File: src/rtl/pipeline_join.sv
// Joins N valid/ready input lanes into one output transaction carrying all N words.
// Each lane parks one word in its own holding slot; the join fires once every slot is full.
module pipeline_join #(
  parameter int N = 2,
  parameter int W = 32
) (
  input  logic           clk,
  input  logic           rst,
  input  logic [N-1:0]   i_valid,
  output logic [N-1:0]   i_ready,
  input  logic [N*W-1:0] i_data,
  output logic           o_valid,
  input  logic           o_ready,
  output logic [N*W-1:0] o_data
);

  logic [N-1:0]   full;
  logic [N*W-1:0] hold;
  logic [N-1:0]   in_fire;
  logic           o_fire;

  assign o_valid = &full;
  assign o_data  = hold;
  assign o_fire  = o_valid && o_ready;

  // A full lane can still accept when the join drains it in the same cycle.
  assign i_ready = ~full | {N{o_fire}};
  assign in_fire = i_valid & i_ready;

  always_ff @(posedge clk or posedge rst) begin
    if (rst) begin
      full <= '0;
      hold <= '0;
    end else begin
      for (int k = 0; k < N; k++) begin
        if (in_fire[k]) begin
          hold[k*W +: W] <= i_data[k*W +: W];
          full[k]        <= 1'b1;
        end else if (o_fire) begin
          full[k] <= 1'b0;
        end
      end
    end
  end

endmodule
File: config.mk
export PLATFORM = sky130hd
export DESIGN_NAME = pipeline_join
export DESIGN_NICKNAME = d
export VERILOG_FILES = /design/src/rtl/pipeline_join.sv
export SDC_FILE = /design/constraint.sdc
export NUM_CORES = 1
export LEC_CHECK = 0
export ABC_AREA = 1
export CORE_ASPECT_RATIO = 0.7
export CORE_MARGIN = 3
export CORE_UTILIZATION = 43
export DETAILED_ROUTE_END_ITERATION = 16
export PLACE_DENSITY = 0.84
export SLEW_MARGIN = 5
export SYNTH_ARGS = -nofsm -noshare
export SYNTH_HDL_FRONTEND = slang
export SYNTH_SLANG_ARGS = --single-unit
File: constraint.sdc
create_clock -name clk -period 4.2 [get_ports clk]
set_clock_uncertainty 0.1 [all_clocks]
set_input_delay 0.42 -clock clk [delete_from_list [all_inputs] [get_ports clk]]
set_output_delay 0.42 -clock clk [all_outputs]
set_load 0.01 [all_outputs]
==> results.toml <==
[outcome]
outcome = "finished, final reports clean"

[sta]
fmaxAchievable_mhz = 362
slew_headroom_pct = 48.5
tns_ps = 0
hold-worst-slack_ps = 371
finalHoldViolations = 0
slew_violations = 0
tightest_slew_ps = 771
period_needed_ps = 2770
worst_slack_ps = 1430
fin_crit_sh_pct = 65.8
rsz0062_at_grt = "no"
finalSetupViolCount = 0

[detailed_routing]
vias = 2434
drt_pass1_iterations = 4
drt_iter0_drc = 105
routed_wl_um = 7260
viasPerCell = 4.89
wl_per_cell_um = 14.6
ant_nets = 0
route.detailed.drc = 0

[placed_design]
io_buffers = 135
dpl.hpwl_um = 5040
dpl_cell_area_um2 = 3990
routabilityCongestion = 0.760
place_ws_ps = 1450
dp.cells = 482

[critical_path]
critPathTopFamily = "buffers and inverters"
cp_num_buf_inv = 2
cp.arrival_ps = 2250
criticalPathCategory = "in -> out"
crit_fanout = 35
critPathCaptureType = "primary output"
slowest_stage = "clkdlybuf4s50_1"
crit_path_max_incr_delay_ps = 680
critPathLaunch = "o_ready"
reg2reg_from = "full[0]"
path_common_cell = "clkdlybuf4s50_1"
crit_required_ps = 3680
startpoint_type = "input port"
crit_chain = "clkdlybuf4s50_1, nand3_1, nand2_2, clkdlybuf4s50_1"

[final_layout]
fin_util_pct = 72.6
stdcell_count = 498
num_antenna_cells = 0
area_delta_synth_final_pct = 59.4
n_fill_cell = 442
multi_input_area_um2 = 852
drive_gt1_share_pct = 5.67
seq_area_um2 = 1650
nets = 487
fin_area_um2 = 4240

[synthesis]
yosysTopAreaCell = "dfrtp_1"
synth_nets = 357
yosys_warnings = 0
yosysUniqueCellTypes = 10
syn_area_um2 = 2660
synth.top_cell.area_share_pct = 62.1
syn_area_per_cell_um2 = 9.24
synth.area.top_cells = "dfrtp_1, nand2_1, nand3_1"
post_synth_inst_count = 288
seq_area_frac_synth_pct = 62.1
ys_seq_elements = 66

[power]
p_sw_share_pct = 34.1
pwr_density_cell_nw_per_um2 = 751
ir_drop_mv = 0.375
pwr-share-clk_pct = 20.7
power.internal_mw = 2.10
power.leakage_nw = 2.06
netSwitchingPower_mw = 1.08
seqPwrFrac_pct = 34.7
power_mw = 3.18
p_comb_share_pct = 44.6

[clock_network]
clkSinkCount = 66
cts-root-buf = "clkbuf_8"
clk_pin_slew_ps = 70
cts-buffers-inserted = 9
cts_buffer_depth = 2
cts_tree = "done"
ctsResizeCount = 0
ctsHoldBuffers = 0
post_cts.repair.setup_buffers = 0
clock_latency_ps = 330
htree_levels = 3

[die]
die_h_um = 71.8
std_cell_rows = 23
initial_utilization_pct = 45.5
ios = 136
die_area_um2 = 7180
dieWidth_um = 100
core-area_um2 = 5840

[global_routing]
grt_antenna_before_repair = 0
grt_max_degree = 40
grt_pass1_wl_um = 12000
grt_pass1_vias = 2407
grt_overflow = 0
grt.total_usage_pct = 21.4

[worst_hold_path]
hold_path.startpoint = "o_data[0]"
min_path_type = "reg -> reg"

[job]
cap_violations = 0
## power by group through the flow
stage / sequential [mW] / combinational [mW] / clock [mW]
floorplan: 1.25 / 0.524 / 0
global placement: 1.10 / 1.39 / 0
detailed placement: 1.11 / 1.43 / 0
CTS: 1.11 / 1.44 / 0.671
global route: 1.14 / 1.56 / 0.704
finish: 1.11 / 1.42 / 0.659
## tightest hold or removal path, cell delays in order (launching register included)
cell and delay, ps:
dfrtp_1 340, nand2_1 50, nand2_1 50
## registers in the layout, indices dropped and copies added (netlist names)
name / count
o_data: 64
full: 2
## area by class of cell
type,instances,share of cell area [%]
clock inverters,4,2.30
repair buffers,139,32.6
multi-input cells,200,20.1
inverters,2,0.177
clock buffers,12,3.66
flip-flops and latches,66,39.0
well taps,75,2.21
## cell usage after synthesis (all sizes together)
master	n
nand2	135
dfrtp	66
nand3	65
buf	17
clkbuf	3
inv	2
## layer usage
metal  up-vias  share of wire [%]  track usage [%]
li1       1178                  -                -
met4         0                1.4             7.32
met3         8                7.6             7.00
met5         -                  0                0
met2        94                 48             33.8
met1      1154                 43             28.1
## logic make-up after synthesis
family,share of synthesized area [%]
buffers and inverters,5.88
DFF,62.1
and+or+nand+nor,32.0
## path summary, 6_finish.rpt
check	cells past startpoint	end	slack, ps
setup / recovery	4	i_ready[0]	1430
hold / removal	2	o_data[0]	370
setup reg to reg	5	o_data[27]	2340
hold reg to reg	2	o_data[0]	370
max in group asynchronous	3	o_data[61]	2690
min in group asynchronous	2	o_data[24]	460
## layout by cell type, fill, tap and decap left out, drive strengths merged
cell type,synthesis,layout
bufinv,0,3
clkinvlp,0,1
clkbuf,3,12
clkdlybuf4s50,0,135
buf,17,4
inv,2,2
nand2,135,135
dfrtp,66,66
nand3,65,65
No activity file was read; power rests on OpenSTA's default activity.
